[config.mk]
export PLATFORM = sky130hd
export DESIGN_NAME = audio_mem_sched
export DESIGN_NICKNAME = d
export VERILOG_FILES = /design/src/rtl/audio_mem_sched.sv
export SDC_FILE = /design/constraint.sdc
export NUM_CORES = 1
export LEC_CHECK = 0
export ABC_AREA = 1
export CAP_MARGIN = 10
export CORE_MARGIN = 10
export CORE_UTILIZATION = 35
export DETAILED_ROUTE_END_ITERATION = 7
export SYNTH_ARGS = -nofsm -noshare
export SYNTH_HDL_FRONTEND = slang
export SYNTH_SLANG_ARGS = --single-unit
[constraint.sdc]
create_clock -name i_clk -period 3.4 [get_ports i_clk]
set_input_delay 0.34 -clock i_clk [delete_from_list [all_inputs] [get_ports i_clk]]
set_output_delay 0.34 -clock i_clk [all_outputs]
set_load 0.01 [all_outputs]
[src/rtl/audio_mem_sched.sv]
// Capture RAM sequencer: time-shares the audio RAM between sinc3 capture, UART byte dump and I2S playback.
// Optional AUDIO_SCHED_ABORT_EN: a button edge outside IDLE aborts the running activity.
module audio_mem_sched #(
   parameter int RAM_SIZE   = 65536,
   parameter int DATA_WIDTH = 16,
   localparam int AW = $clog2(RAM_SIZE),
   localparam int NB = DATA_WIDTH / 8
) (
   input  logic                  i_clk,
   input  logic                  i_reset_n,
   input  logic                  i_btn_capture,
   input  logic                  i_btn_dump,
   input  logic                  i_btn_play,
   input  logic [DATA_WIDTH-1:0] i_sample_in,
   input  logic                  i_sample_valid,
   output logic                  o_ram_we,
   output logic [AW-1:0]         o_ram_wraddr,
   output logic [DATA_WIDTH-1:0] o_ram_wrdata,
   output logic [AW-1:0]         o_ram_rdaddr,
   input  logic [DATA_WIDTH-1:0] i_ram_dout,
   output logic [7:0]            o_uart_data,
   output logic                  o_tx_start,
   input  logic                  i_tx_busy,
   input  logic                  i_tx_done,
   output logic                  o_i2s_start,
   input  logic                  i_inc_mem,
   output logic [3:0]            o_led,
   output logic                  o_busy
);

   localparam int KW = (NB > 1) ? $clog2(NB) : 1;
   localparam logic [AW-1:0] LAST_ADDR = {AW{1'b1}};
   localparam logic [AW-1:0] QMASK     = AW'(RAM_SIZE / 4 - 1);

   typedef enum logic [2:0] {
      S_IDLE, S_CAPTURE, S_DUMP_LOAD, S_DUMP_TX, S_DUMP_WAIT, S_PLAY
   } state_t;

   state_t r_state, w_next;

   logic [2:0]            r_sync_cap, r_sync_dmp, r_sync_ply;
   logic                  r_we, r_tx_start, r_i2s, r_abort_pend;
   logic [AW-1:0]         r_wraddr, r_rdaddr;
   logic [DATA_WIDTH-1:0] r_wrdata;
   logic [7:0]            r_uart_data;
   logic [3:0]            r_led;
   logic [KW-1:0]         r_k;

   logic w_cap_edge, w_dmp_edge, w_ply_edge, w_any_edge;
   logic w_abort_req, w_abort_now, w_tx_fire;
   logic w_wr_last, w_rd_last, w_rd_qtr_end, w_byte_last;
   logic [1:0] w_wr_qtr, w_rd_qtr;

   // Raw pushbuttons: three-flop synchronizers, rising edge on the two oldest flops
   always_ff @(posedge i_clk or negedge i_reset_n) begin
      if (!i_reset_n) begin
         r_sync_cap <= '0;
         r_sync_dmp <= '0;
         r_sync_ply <= '0;
      end else begin
         r_sync_cap <= {r_sync_cap[1:0], i_btn_capture};
         r_sync_dmp <= {r_sync_dmp[1:0], i_btn_dump};
         r_sync_ply <= {r_sync_ply[1:0], i_btn_play};
      end
   end

   assign w_cap_edge = r_sync_cap[1] & ~r_sync_cap[2];
   assign w_dmp_edge = r_sync_dmp[1] & ~r_sync_dmp[2];
   assign w_ply_edge = r_sync_ply[1] & ~r_sync_ply[2];
   assign w_any_edge = w_cap_edge | w_dmp_edge | w_ply_edge;

   assign w_wr_last    = r_we && (r_wraddr == LAST_ADDR);
   assign w_rd_last    = (r_rdaddr == LAST_ADDR);
   assign w_rd_qtr_end = ((r_rdaddr & QMASK) == QMASK);
   assign w_byte_last  = (r_k == KW'(NB - 1));
   assign w_wr_qtr     = r_wraddr[AW-1 -: 2];
   assign w_rd_qtr     = r_rdaddr[AW-1 -: 2];

`ifdef AUDIO_SCHED_ABORT_EN
   assign w_abort_req = w_any_edge && (r_state != S_IDLE);
`else
   assign w_abort_req = 1'b0;
`endif

   // A byte already handed to the UART is allowed to finish before aborting
   always_comb begin
      w_abort_now = 1'b0;
      if (r_state == S_DUMP_WAIT)
         w_abort_now = (w_abort_req || r_abort_pend) && i_tx_done;
      else
         w_abort_now = w_abort_req;
   end

   assign w_tx_fire = (r_state == S_DUMP_TX) && !i_tx_busy && !w_abort_now;

   always_ff @(posedge i_clk or negedge i_reset_n) begin
      if (!i_reset_n) r_state <= S_IDLE;
      else            r_state <= w_next;
   end

   always_comb begin
      w_next = r_state;
      if (w_abort_now) begin
         w_next = S_IDLE;
      end else begin
         case (r_state)
            S_IDLE: begin
               if (w_cap_edge)      w_next = S_CAPTURE;
               else if (w_dmp_edge) w_next = S_DUMP_LOAD;
               else if (w_ply_edge) w_next = S_PLAY;
            end
            S_CAPTURE:   if (w_wr_last) w_next = S_IDLE;
            S_DUMP_LOAD: w_next = S_DUMP_TX;
            S_DUMP_TX:   if (!i_tx_busy) w_next = S_DUMP_WAIT;
            S_DUMP_WAIT: begin
               if (i_tx_done) begin
                  if (!w_byte_last)   w_next = S_DUMP_TX;
                  else if (w_rd_last) w_next = S_IDLE;
                  else                w_next = S_DUMP_LOAD;
               end
            end
            S_PLAY:  if (i_inc_mem && w_rd_last) w_next = S_IDLE;
            default: w_next = S_IDLE;
         endcase
      end
   end

   always_ff @(posedge i_clk or negedge i_reset_n) begin
      if (!i_reset_n) begin
         r_we         <= 1'b0;
         r_tx_start   <= 1'b0;
         r_i2s        <= 1'b0;
         r_abort_pend <= 1'b0;
         r_wraddr     <= '0;
         r_rdaddr     <= '0;
         r_wrdata     <= '0;
         r_uart_data  <= '0;
         r_led        <= '0;
         r_k          <= '0;
      end else begin
         r_tx_start   <= w_tx_fire;
         r_we         <= (r_state == S_CAPTURE) && i_sample_valid && !w_wr_last && !w_abort_now;
         r_abort_pend <= (r_state == S_DUMP_WAIT) && (r_abort_pend || w_abort_req) && !i_tx_done;
         if ((r_state == S_CAPTURE) && i_sample_valid)
            r_wrdata <= i_sample_in;
         if (w_tx_fire)
            r_uart_data <= i_ram_dout[{r_k, 3'b000} +: 8];

         if (w_abort_now) begin
            r_wraddr <= '0;
            r_rdaddr <= '0;
            r_led    <= '0;
            r_i2s    <= 1'b0;
            r_k      <= '0;
         end else begin
            case (r_state)
               S_IDLE: begin
                  if (w_cap_edge) begin
                     r_wraddr <= '0;
                     r_led    <= '0;
                  end else if (w_dmp_edge) begin
                     r_rdaddr <= '0;
                     r_led    <= 4'hF;
                     r_k      <= '0;
                  end else if (w_ply_edge) begin
                     r_rdaddr <= '0;
                     r_i2s    <= 1'b1;
                     r_led    <= 4'hF;
                  end
               end
               // Address advances in the cycle the write is presented, wrapping to 0 after the last word
               S_CAPTURE: begin
                  if (r_we) begin
                     r_wraddr        <= r_wraddr + 1'b1;
                     r_led[w_wr_qtr] <= 1'b1;
                  end
               end
               S_DUMP_WAIT: begin
                  if (i_tx_done) begin
                     if (!w_byte_last) begin
                        r_k <= r_k + 1'b1;
                     end else begin
                        r_k      <= '0;
                        r_rdaddr <= r_rdaddr + 1'b1;
                        if (w_rd_qtr_end) r_led[2'd3 - w_rd_qtr] <= 1'b0;
                     end
                  end
               end
               S_PLAY: begin
                  if (i_inc_mem) begin
                     r_rdaddr <= r_rdaddr + 1'b1;
                     if (w_rd_qtr_end) r_led[w_rd_qtr] <= 1'b0;
                     if (w_rd_last)    r_i2s <= 1'b0;
                  end
               end
               default: ;
            endcase
         end
      end
   end

   assign o_ram_we     = r_we;
   assign o_ram_wraddr = r_wraddr;
   assign o_ram_wrdata = r_wrdata;
   assign o_ram_rdaddr = r_rdaddr;
   assign o_uart_data  = r_uart_data;
   assign o_tx_start   = r_tx_start;
   assign o_i2s_start  = r_i2s;
   assign o_led        = r_led;
   assign o_busy       = (r_state != S_IDLE);

endmodule

# == Word-level counts from Yosys, hierarchy flattened ==
# Cells that the tools add are included.
# W data, S select, Z words.
# classes
n_reduce_logical,30
add_sub_neg,4
bitwise_logic,11
n_eq_ne,25
order_cmp,6
mux,54
shifts,1
# ops
operator,n
$mux W16,10
$pmux W16 S3,1
$ne A3 B3 Y1 const B,15
$mux W4,10
$add A16 B1 Y16 const B,2
$eq A16 B16 Y1 const B,2
$pmux W16 S2,1
$mux W3,8
$pmux W3 S6,1
$pmux W4 S4,1
$shiftx A16 B5 Y8,1
$mux W1,15
$eq A14 B14 Y1 const B,1
$logic_and A1 B1 Y1,13
$reduce_and A6 Y1,2
$reduce_bool A3 Y1,4
$lt A2 B3 Y1 const B,3
$and A4 B4 Y4,2
$not A4 Y4,2
$reduce_and A8 Y1,1
$demux W1 S2,3
$eq A3 B2 Y1 const B,2
$eq A3 B3 Y1 const B,2
$ge A2 B1 Y1 const B,3
other kinds (17),26
# word_totals
inputBits,41
regBits,77
output_inout_bits,64
word_cells,145

# == Depth between registers and ports, before layout ==
# Gate-level depths: netlist (run 1).
# depth
ltp_word,12
depth_mapped,12
depth_no_buf,10

# == Worst setup path after synthesis (run 1) ==
# No wires, ideal clock.
# synth_path
kind,reg-to-reg
from,"register r_rdaddr[1], in the netlist o_ram_rdaddr[1]"
to,register r_state[2]
t_arrival_ns,1.476
required_ns,3.283
setup_ns,0.117
path_slack_ns,1.807
path_stages_with_launch,11
n_path_buf,0
synth_period_minus_slack_ns,1.593
path_cell_list,dfrtp_1 -> ha_1 -> nand2_1 -> nor2_2 -> nand2_1 -> nor2_1 -> nor2_1 -> nor2_1 -> nand2_1 -> nand2_1 -> nand2_1
# synth_between
elab_chain_len,4
# synth_rtl
element,line_no,text
start: declaration,43,"logic [AW-1:0] r_wraddr, r_rdaddr;"
start signal: assignment,184,r_rdaddr <= r_rdaddr + 1'b1;
start signal: assignment,191,r_rdaddr <= r_rdaddr + 1'b1;
$eq A16 B16 Y1,73,assign w_rd_last = (r_rdaddr == LAST_ADDR);
$logic_and A1 B1 Y1,122,S_PLAY: if (i_inc_mem && w_rd_last) w_next = S_IDLE;
$ne A3 B3 Y1 (no source line),-,
$reduce_and A5 Y1 (no source line),-,
end signal: assignment,98,else r_state <= w_next;
end: declaration,39,"state_t r_state, w_next;"
# Every way passes these cells.
# A chain may end at the register's enable or synchronous reset.

# == Final worst setup path (run 1) ==
# layout_path
from,register r_state[0]
to,output o_busy
# layout_between
elab_chain_len,1
# layout_rtl
element,line_no,text
$reduce_bool A3 Y1,210,assign o_busy = (r_state != S_IDLE);
end: declaration,28,output logic o_busy
# Every way passes these cells.

==> metrics.md, run 1 <==
| Metric | Value |
|---|---|
| HPWL Detailed | 8510 um |
| CTS Buf Count | 9 |
| Antenna Nets Post-Route | 0 |
| Warnings from Yosys | 0 |
| Hold Path Class | in2async |
| Placer Congestion | 0.901 |
| ANT cells | 0 |
| Number of gates resized after CTS | 0 |
| Pin count of the biggest net entering global routing | 78 |
| Core footprint | 11,400 um^2 |
| Vias per inst | 4.83 |
| First-pass DRT Iterations | 4 |
| WL/cell | 14.5 um |
| Crit path time final | 2.16 ns |
| Hold Worst Slack | 0.158 ns |
| Skew final | 0.00452 ns |
| Fin Setup TNS | 0 ns |
| Adder-cell share of the synthesized area | 0.00615 |
| WS Path Type | reg2out |
| Largest family of logic cells by synthesized area | simple AND/OR/NAND/NOR gates |
| Synth Area in Simple Gates | 0.311 |
| Slew Viols, Final | 0 |
| Post-synthesis sequential area ratio | 0.474 |
| GRT Total Usage | 0.138 |
| Post-Syn Area | 4070 um^2 |
| CTS tree | built |
| Final Hold Viols | 0 |
| Highest clock rate | 464 MHz |
| Layout Nets | 662 |
| Leak Pwr | 2.42 nW |
| Row cnt | 39 |
| Final Setup Violations | 0 |
| Fin crit share | 0.634 |
| Post-synth ARST share | 1.00 |
| Syn_area_per_cell | 7.93 um^2 |
| Fraction of layout cells with a size suffix above 1 | 0.0819 |
| XOR/XNOR share of the synthesized area | 0.0151 |
| Register area | 1930 um^2 |
| Buffers on Ports | 104 |
| P&R area growth vs syn | 35.4% |
| TritonCTS Sinks | 77 |
| First-pass GRT wire length | 18,500 um |
| Post CTS Setup Buffer Count | 0 |
| Worst EP required | 3.06 ns |
| Power density over the cells | 717 nW/um^2 |
| Status | completed |
| Vias in the first global route | 3,732 |
| CP Data Arrival Time | 1.82 ns |
| Clock root cell | clkbuf_16 |
| Yosys reg bits | 77 |
| Cell variety after synth | 36 |
| Peak supply drop | 0.303 mV |
| Multiplexer share of the synthesized area | 0.0443 |
| Antenna violations before repair | 0 |
| Clk Latency, worst-skew pair | 0.33 ns |
| Die Area | 16,300 um^2 |
| Number of max-cap violations | 0 |
| Die H | 128 um |
| Slew headroom | 0.348 |
| Cells after Synth | 513 |
| Post-synth EDFFs | 0 |
| RSZ-0062 raised after global routing | false |
| IO Count | 105 |
| Layout fillers | 1,136 |
| Worst slew pin tran | 0.977 ns |
| Gr ovfl total | 0 |
| Multi-input logic area | 1900 um^2 |
| Complex-gate fraction of the synthesized area | 0.0895 |
| Syn nets | 556 |
| Bufs on Longest Clock Path | 2 |
| Reg clk slew, reported paths | 0.06 ns |
| Vias post-DR | 3,699 |
| Initial drt markers | 245 |
| CP Capture Type | primary output |
| # H-tree levels | 3 |
| Initial Utilization | 0.356 |
| Startpoint types | register |
| Crit path max fanout | 8 |
| Top_reg_cell synth | dfrtp_1 |
| Die width | 128 um |
| Drt drc | 0 |
| Routed WL | 11,100 um |
| Post-CTS Hold Fix Bufs | 0 |
[cell usage after synthesis, types with 3 or more instances]
library cell | count | share of area
a21oi_1 | 15 | 0.018
a31oi_1 | 10 | 0.015
buf_4 | 3 | 0.0055
buf_6 | 3 | 0.0083
dfrtp_1 | 77 | 0.47
inv_1 | 39 | 0.036
inv_2 | 5 | 0.0046
mux2_2 | 14 | 0.039
nand2_1 | 147 | 0.14
nand2_2 | 4 | 0.0062
nand3_1 | 42 | 0.052
nand4_1 | 10 | 0.015
nor2_1 | 70 | 0.065
nor2_2 | 6 | 0.0092
nor3_1 | 8 | 0.0098
o21ai_0 | 22 | 0.027
o21ai_2 | 3 | 0.0065
o21bai_1 | 8 | 0.015
xor2_1 | 5 | 0.011
[registers in the layout, summed over array words and instances, names as in the netlist, 3 cells and up]
signal and count:
o_led 4, r_sync_cap 3, r_sync_dmp 3, o_uart_data 8, o_ram_wraddr 16, o_ram_rdaddr 16
o_ram_wrdata 16, r_sync_ply 3, r_state 3
[metal layers]
metal  up-vias  track usage  wire length (um)
met2        85        0.224              5490
li1       1894            -                 -
met3         5       0.0434               784
met4         0       0.0477                78
met1      1715        0.168              4780
met5         -            0                 0
[placed cells by master, fill, tap and decap left out, types with 2 or more instances in the layout]
cell type,count
nand3_1,42
o21ai_0,22
nor2_1,70
o21bai_1,8
nand3_2,2
xor2_1,5
nand4_1,10
mux2_1,2
mux2_2,14
xnor2_1,2
a21oi_1,15
nor3_1,8
clkbuf_8,2
dfrtp_1,77
nand2_2,4
clkbuf_16,9
o21ai_2,3
a31oi_1,10
nand2_1,147
inv_2,5
inv_1,39
clkbuf_1,3
ha_1,2
clkdlybuf4s50_1,103
nor2_2,6
[critical path, cell delays in order, from the launching register on]
cell,delay (ns)
dfrtp_1,0.58
nor2_2,0.09
nand2_1,0.21
clkdlybuf4s50_1,0.61
[where the power goes]
group	switching (mW)	internal [mW]	total, mW	leakage [nW]
Clock	0.348	0.605	0.954	0.143
Combinational	0.903	0.756	1.66	1.29
Sequential	0.181	1.16	1.34	0.983
Total	1.43	2.52	3.95	2.42
[cell families after synthesis]
| group | after synthesis |
|---|---|
| mux | 16 |
| fa+ha+maj | 2 |
| simple gates | 294 |
| xor+xnor | 7 |
| buf+inv | 55 |
| compound gates | 62 |
| flops | 77 |
[final timing paths]
path	from	endpoint	slack (ns)	cells after the start
setup / recovery	r_state[0]$_DFFE_PN0P_	o_busy	1.24	3
min in group i_clk	r_sync_ply[0]$_DFF_PN0_	r_sync_ply[1]$_DFF_PN0_	0.35	0
hold reg to reg	r_sync_ply[0]$_DFF_PN0_	r_sync_ply[1]$_DFF_PN0_	0.35	0
hold / removal	i_reset_n	o_ram_rdaddr[2]$_DFFE_PN0P_	0.16	1
max in group asynchronous	i_reset_n	o_uart_data[4]$_DFFE_PN0P_	2.60	1
setup reg to reg	r_k$_DFFE_PN0P_	o_ram_rdaddr[2]$_DFFE_PN0P_	1.35	7
[per-stage QoR]
step,util,cell area [um^2],worst slack [ns],total power [mW],instances
floorplan,-,4070,1.81,2.31,513
global placement,0.457,5220,1.34,3.00,751
detailed placement,0.457,5220,1.27,3.03,751
CTS,0.482,5510,1.23,4.01,766
global route,0.482,5510,1.07,4.24,766
finish,0.482,5510,1.24,3.95,766
[area by class of cell]
type | instances | area share
clock inverters | 1 | 0.00545
well taps | 143 | 0.0325
clock buffers | 14 | 0.0479
inverters | 46 | 0.0318
flip-flops and latches | 77 | 0.350
repair buffers | 104 | 0.189
multi-input cells | 381 | 0.344
Note: power is estimated with default switching activity, not from simulation.
==> inputs of run 2 (changes only) <==
==> constraint.sdc (replaced) <==
create_clock -name i_clk -period 2.2 [get_ports i_clk]
set_input_delay 0.22 -clock i_clk [delete_from_list [all_inputs] [get_ports i_clk]]
set_output_delay 0.22 -clock i_clk [all_outputs]
set_load 0.01 [all_outputs]
==> metrics.md, run 2 (synthesis results as in run 1) <==
| Metric | Value |
|---|---|
| Psw | 2.24 mW (was 1.43 mW) |
| Clk pwr share | 0.250 (was 0.242) |
| Vias in the first global route | 3,670 (was 3,732) |
| Clk Latency, worst-skew pair | 0.34 ns (was 0.33 ns) |
| Worst slew pin tran | 0.600 ns (was 0.977 ns) |
| CTS Buf Count | 9 (unchanged) |
| Internal cell power | 3.96 mW (was 2.52 mW) |
| Buffers on Ports | 104 (unchanged) |
| Commonest cells after routing, fill and taps aside | nand2_1 (147), clkdlybuf4s50_1 (103), dfrtp_1 (77), nor2_1 (70), nand3_1 (42) (unchanged) |
| Row cnt | 39 (unchanged) |
| Drt drc | 0 (unchanged) |
| Antenna violations before repair | 0 (unchanged) |
| Reg-to-Reg Start | r_state[0]$_DFFE_PN0P_ (was r_k$_DFFE_PN0P_) |
| IO Count | 105 (unchanged) |
| Final Hold Viols | 0 (unchanged) |
| Antenna Nets Post-Route | 0 (unchanged) |
| WS Path Type | reg2out (unchanged) |
| Place WS | 0.250 ns (was 1.27 ns) |
| Placer Congestion | 0.892 (was 0.901) |
| Startpoint types | register (unchanged) |
| Worst path slowest cell | clkdlybuf4s50_1 (unchanged) |
| Reg power frac | 0.331 (was 0.338) |
| Die width | 128 um (unchanged) |
| Placement Cell Area | 5270 um^2 (was 5220 um^2) |
| Sw frac | 0.361 (was 0.363) |
| Crit path time final | 2.04 ns |
| Fin Setup TNS | 0 ns (unchanged) |
| Leak Pwr | 2.46 nW (was 2.42 nW) |
| Number of max-cap violations | 0 (unchanged) |
| GRT Total Usage | 0.138 (about the same) |
| Post CTS Setup Buffer Count | 0 (unchanged) |
| Skew final | 0.00505 ns (was 0.00452 ns) |
| Fin cells | 773 (was 766) |
| # H-tree levels | 3 (unchanged) |
| HPWL Detailed | 8770 um (was 8510 um) |
| Crit path from | r_state[2]$_DFFE_PN0P_ (was r_state[0]$_DFFE_PN0P_) |
| Initial Utilization | 0.356 (unchanged) |
| Die Area | 16,300 um^2 (unchanged) |
| Fin crit share | 0.927 |
| Number of gates resized after CTS | 0 (unchanged) |
| TritonCTS Sinks | 77 (unchanged) |
| Worst Setup Slack, final | 0.162 ns (was 1.24 ns) |
| Vias post-DR | 3,797 (was 3,699) |
| Critical path, cell by cell | inv_2 > nand2_1 > clkdlybuf4s50_1 (was nor2_2 > nand2_1 > clkdlybuf4s50_1) |
| CP Data Arrival Time | 1.82 ns (about the same) |
| Fraction of layout cells with a size suffix above 1 | 0.0921 (was 0.0819) |
| Logic pwr share | 0.420 (about the same) |
| CTS tree | built (unchanged) |
| RSZ-0062 raised after global routing | false (unchanged) |
| First-pass GRT wire length | 18,600 um (was 18,500 um) |
| Final Instance Area | 5580 um^2 (was 5510 um^2) |
| CP peak stage delay | 0.62 ns (was 0.61 ns) |
| Most Crowded Layer GR | met2 (unchanged) |
| ANT cells | 0 (unchanged) |
| Worst EP required | 1.98 ns (was 3.06 ns) |
| Initial drt markers | 242 (was 245) |
| Final Setup Violations | 0 (unchanged) |
| Crit path max fanout | 6 (was 8) |
| Reg clk slew, reported paths | 0.06 ns (about the same) |
| Vias per inst | 4.91 (was 4.83) |
| M1 GR Usage | 0.171 (was 0.168) |
| Power density over the cells | 1110 nW/um^2 (was 717 nW/um^2) |
| HP Start | i_btn_capture |
| Layout Nets | 668 (was 662) |
| Slew headroom | 0.600 (was 0.348) |
| Clock root cell | clkbuf_16 (unchanged) |
| P&R area growth vs syn | 37.2% (was 35.4%) |
| Placed cells | 756 (was 751) |
| Bufs on Longest Clock Path | 2 (unchanged) |
| Routed WL | 11,400 um (was 11,100 um) |
| Hold Path Class | in2reg (was in2async) |
| Most common cell after layout, fill and taps aside | nand2_1 (unchanged) |
| Fin util | 0.489 (was 0.482) |
| GR Util met2 | 0.221 (was 0.224) |
| Met3 global-route usage | 0.0414 (was 0.0434) |
| Core footprint | 11,400 um^2 (unchanged) |
| Peak supply drop | 0.637 mV (was 0.303 mV) |
| CP Capture Type | primary output (unchanged) |
| First-pass DRT Iterations | 7 (was 4) |
| Status | completed (unchanged) |
| WL/cell | 14.8 um (was 14.5 um) |
| Slew Viols, Final | 0 (unchanged) |
| Pin count of the biggest net entering global routing | 40 (was 78) |
| Die H | 128 um (unchanged) |
| Gr ovfl total | 0 (unchanged) |
| Highest clock rate | 491 MHz |
==> run 2: final timing paths <==
| kind | end | slack, ns | cells past startpoint |
|---|---|---|---|
| setup / recovery | o_busy | 0.16 | 3 |
| hold / removal | r_sync_cap[0]$_DFF_PN0_ | 0.32 | 1 |
| setup reg to reg | o_ram_rdaddr[2]$_DFFE_PN0P_ | 0.29 | 9 |
| hold reg to reg | r_sync_cap[1]$_DFF_PN0_ | 0.35 | 0 |
| max in group asynchronous | o_ram_wrdata[3]$_DFFE_PN0P_ | 1.18 | 3 |
| min in group asynchronous | o_ram_rdaddr[1]$_DFFE_PN0P_ | 0.43 | 2 |
==> run 2: what timing repair did <==
item,4_1_cts,5_1_grt
setup endpoints to repair,0,0
hold buffers,1,0
hold endpoints to repair,37,0
==> run 2: through the flow <==
| step | total power, mW | hold WS, ns |
|---|---|---|
| final | 6.20 | 0.320 |
| after floorplan | 3.57 | -0.0756 |
| after detailed placement | 4.70 | 0.238 |
| after global routing | 6.66 | 0.309 |
| after CTS | 6.28 | 0.312 |
| after global placement | 4.67 | 0.232 |
==> run 2: cell type report <==
cell class | instances | area (um^2)
Inverter | 46 | 175
Multi-Input combinational cell | 381 | 1900
Clock buffer | 11 | 233
Sequential cell | 77 | 1930
Clock inverter | 5 | 75.1
Tap cell | 143 | 179
Fill cell | 1131 | 5840
Timing Repair Buffer | 110 | 1100
==> run 2: worst max-delay path, delay by kind of cell, from the launching register on <==
family | cells | cell delay (ns)
flip-flops | 1 | 0.50
AND/OR/NAND/NOR | 1 | 0.22
buffers and inverters | 2 | 0.76
==> run 2: power groups by stage <==
stage                     combinational [mW]  clock [mW]  sequential, mW
final                                   2.60        1.55            2.05
after floorplan                         1.40           0            2.17
after global routing                    2.90        1.65            2.11
after CTS                               2.63        1.59            2.05
after detailed placement                2.63           0            2.08
after global placement                  2.61           0            2.05
==> run 2: layer usage <==
| layer | vias up | part of all wire |
|---|---|---|
| li1 | 1905 | - |
| met3 | 13 | 0.063 |
| met2 | 109 | 0.49 |
| met1 | 1770 | 0.44 |
| met4 | 0 | 0.015 |
| met5 | - | 0 |
==> inputs of run 3 (changes only) <==
--- a/config.mk
+++ b/config.mk
@@ -10,6 +10,7 @@
 export CORE_MARGIN = 10
 export CORE_UTILIZATION = 35
 export DETAILED_ROUTE_END_ITERATION = 7
+export PLACE_DENSITY = 0.71
 export SYNTH_ARGS = -nofsm -noshare
 export SYNTH_HDL_FRONTEND = slang
 export SYNTH_SLANG_ARGS = --single-unit
==> metrics.md, run 3 (synthesis results as in run 1) <==
| Metric | Value |
|---|---|
| Sw frac | 0.367 (was 0.361) |
| CTS Buf Count | 9 (unchanged) |
| Die width | 128 um (unchanged) |
| CP peak stage delay | 0.61 ns (was 0.62 ns) |
| Routed WL | 11,400 um (about the same) |
| Multi-input logic area | 1900 um^2 (unchanged) |
| Skew final | 0.00656 ns (was 0.00505 ns) |
| Worst EP required | 1.98 ns (about the same) |
| CP Data Arrival Time | 1.81 ns (was 1.82 ns) |
| Vias post-DR | 3,881 (was 3,797) |
| Slew Viols, Final | 0 (unchanged) |
| Bufs on Longest Clock Path | 2 (unchanged) |
| Fin Setup TNS | 0 ns (unchanged) |
| P&R area growth vs syn | 36.9% (was 37.2%) |
| Layout fillers | 1,121 (was 1,131) |
| Reg clk slew, reported paths | 0.06 ns (about the same) |
| Clk Latency, worst-skew pair | 0.33 ns (was 0.34 ns) |
| ANT cells | 0 (unchanged) |
| Leak Pwr | 2.45 nW (was 2.46 nW) |
| First-pass GRT wire length | 18,900 um (was 18,600 um) |
| Reg power frac | 0.333 (was 0.331) |
| Status | completed (unchanged) |
| WS Path Type | reg2out (unchanged) |
| IO Count | 105 (unchanged) |
| Placer Congestion | 0.902 (was 0.892) |
| Logic pwr share | 0.423 (was 0.420) |
| Fin util | 0.488 (was 0.489) |
| Initial Utilization | 0.356 (unchanged) |
| Core footprint | 11,400 um^2 (unchanged) |
| Buffers on Ports | 104 (unchanged) |
| First-pass DRT Iterations | 6 (was 7) |
| Final Hold Viols | 0 (unchanged) |
| WL/cell | 14.8 um (about the same) |
| Crit path time final | 2.03 ns (was 2.04 ns) |
| Register area | 1930 um^2 (unchanged) |
| Peak supply drop | 0.547 mV (was 0.637 mV) |
| Internal cell power | 3.89 mW (was 3.96 mW) |
| Hold Path Class | in2reg (unchanged) |
| Vias per inst | 5.03 (was 4.91) |
| CP Capture Type | primary output (unchanged) |
| Worst r2r path cells | 9 (unchanged) |
| Drt drc | 0 (unchanged) |
| Row cnt | 39 (unchanged) |
| Startpoint types | register (unchanged) |
| Power density over the cells | 1110 nW/um^2 (about the same) |
| GRT Total Usage | 0.138 (about the same) |
| Psw | 2.26 mW (was 2.24 mW) |
| TritonCTS Sinks | 77 (unchanged) |
| # H-tree levels | 3 (unchanged) |
| Number of max-cap violations | 0 (unchanged) |
| RSZ-0062 raised after global routing | false (unchanged) |
| CTS tree | built (unchanged) |
| Commonest cells after routing, fill and taps aside | nand2_1 (147), clkdlybuf4s50_1 (103), dfrtp_1 (77), nor2_1 (70), nand3_1 (42) (unchanged) |
| Gr ovfl total | 0 (unchanged) |
| Pin count of the biggest net entering global routing | 47 (was 40) |
| Die H | 128 um (unchanged) |
| Antenna Nets Post-Route | 0 (unchanged) |
| Clock root cell | clkbuf_16 (unchanged) |
| Antenna violations before repair | 0 (unchanged) |
| Worst path slowest cell | clkdlybuf4s50_1 (unchanged) |
| Layout Nets | 667 (was 668) |
| Fin crit share | 0.923 (was 0.927) |
| Hold depth | 1 (unchanged) |
| Slew headroom | 0.592 (was 0.600) |
| Worst slew pin tran | 0.611 ns (was 0.600 ns) |
| Critical path, cell by cell | inv_2 > nand2_1 > clkdlybuf4s50_1 (unchanged) |
| Final Setup Violations | 0 (unchanged) |
| Vias in the first global route | 3,934 (was 3,670) |
| Clk pwr share | 0.244 (was 0.250) |
| Crit path max fanout | 6 (unchanged) |
| Fraction of layout cells with a size suffix above 1 | 0.0922 (was 0.0921) |
| Initial drt markers | 311 (was 242) |
| Highest clock rate | 492 MHz (was 491 MHz) |
| Die Area | 16,300 um^2 (unchanged) |
| HPWL Detailed | 8720 um (was 8770 um) |
| Number of gates resized after CTS | 0 (unchanged) |
| Tot Pwr | 6.16 mW (was 6.20 mW) |
| Most common cell after layout, fill and taps aside | nand2_1 (unchanged) |
[run 3: path summary, 6_finish.rpt]
path	from	end	slack, ns
max	r_state[2]$_DFFE_PN0P_	o_busy	0.17
min	i_btn_play	r_sync_ply[0]$_DFF_PN0_	0.33
max reg2reg	r_state[0]$_DFFE_PN0P_	o_led[1]$_DFFE_PN0P_	0.26
min reg2reg	r_sync_cap[0]$_DFF_PN0_	r_sync_cap[1]$_DFF_PN0_	0.35
max in group asynchronous	i_reset_n	r_sync_cap[2]$_DFF_PN0_	1.23
min in group asynchronous	i_reset_n	o_tx_start$_DFF_PN0_	0.37
[run 3: what timing repair did]
item	CTS	global route
hold buffers	1	0
endpoints found under the hold margin	31	0
buffers inserted	0	0
[run 3: through the flow]
stage | instance area (um^2) | setup slack [ns] | hold WS [ns] | std cells
3_5_place_dp | 5260 | 0.171 | 0.192 | 755
5_1_grt | 5570 | 0.0140 | 0.307 | 772
2_1_floorplan | 4070 | 0.607 | -0.0756 | 513
6_report | 5570 | 0.169 | 0.326 | 772
4_1_cts | 5570 | 0.160 | 0.316 | 772
3_3_place_gp | 5260 | 0.254 | 0.186 | 755
[run 3: critical path, delay by kind of cell, from the launching register on]
family                 cells  cell delay, ns
buffers and inverters      2            0.74
flip-flops                 1            0.50
AND/OR/NAND/NOR            1            0.23
[run 3: cell type report]
class / count / area share
sequential: 77 / 0.346
multi-input combinational: 381 / 0.340
timing repair buffer: 109 / 0.196
clock buffer: 11 / 0.0436
tap: 143 / 0.0321
inverter: 46 / 0.0315
clock inverter: 5 / 0.0106
[run 3: power by group through the flow]
stage	clock network [mW]	registers (mW)	logic (mW)
floorplan	0	2.17	1.40
global placement	0	2.06	2.58
detailed placement	0	2.08	2.63
CTS	1.54	2.06	2.64
global route	1.61	2.10	2.88
finish	1.50	2.05	2.60
[run 3: per-layer routing]
layer	track usage	vias up	wire, um
li1	-	1897	-
met1	0.165	1844	4810
met2	0.233	127	5680
met3	0.0414	13	780
met4	0.0457	0	127
met5	0	-	0
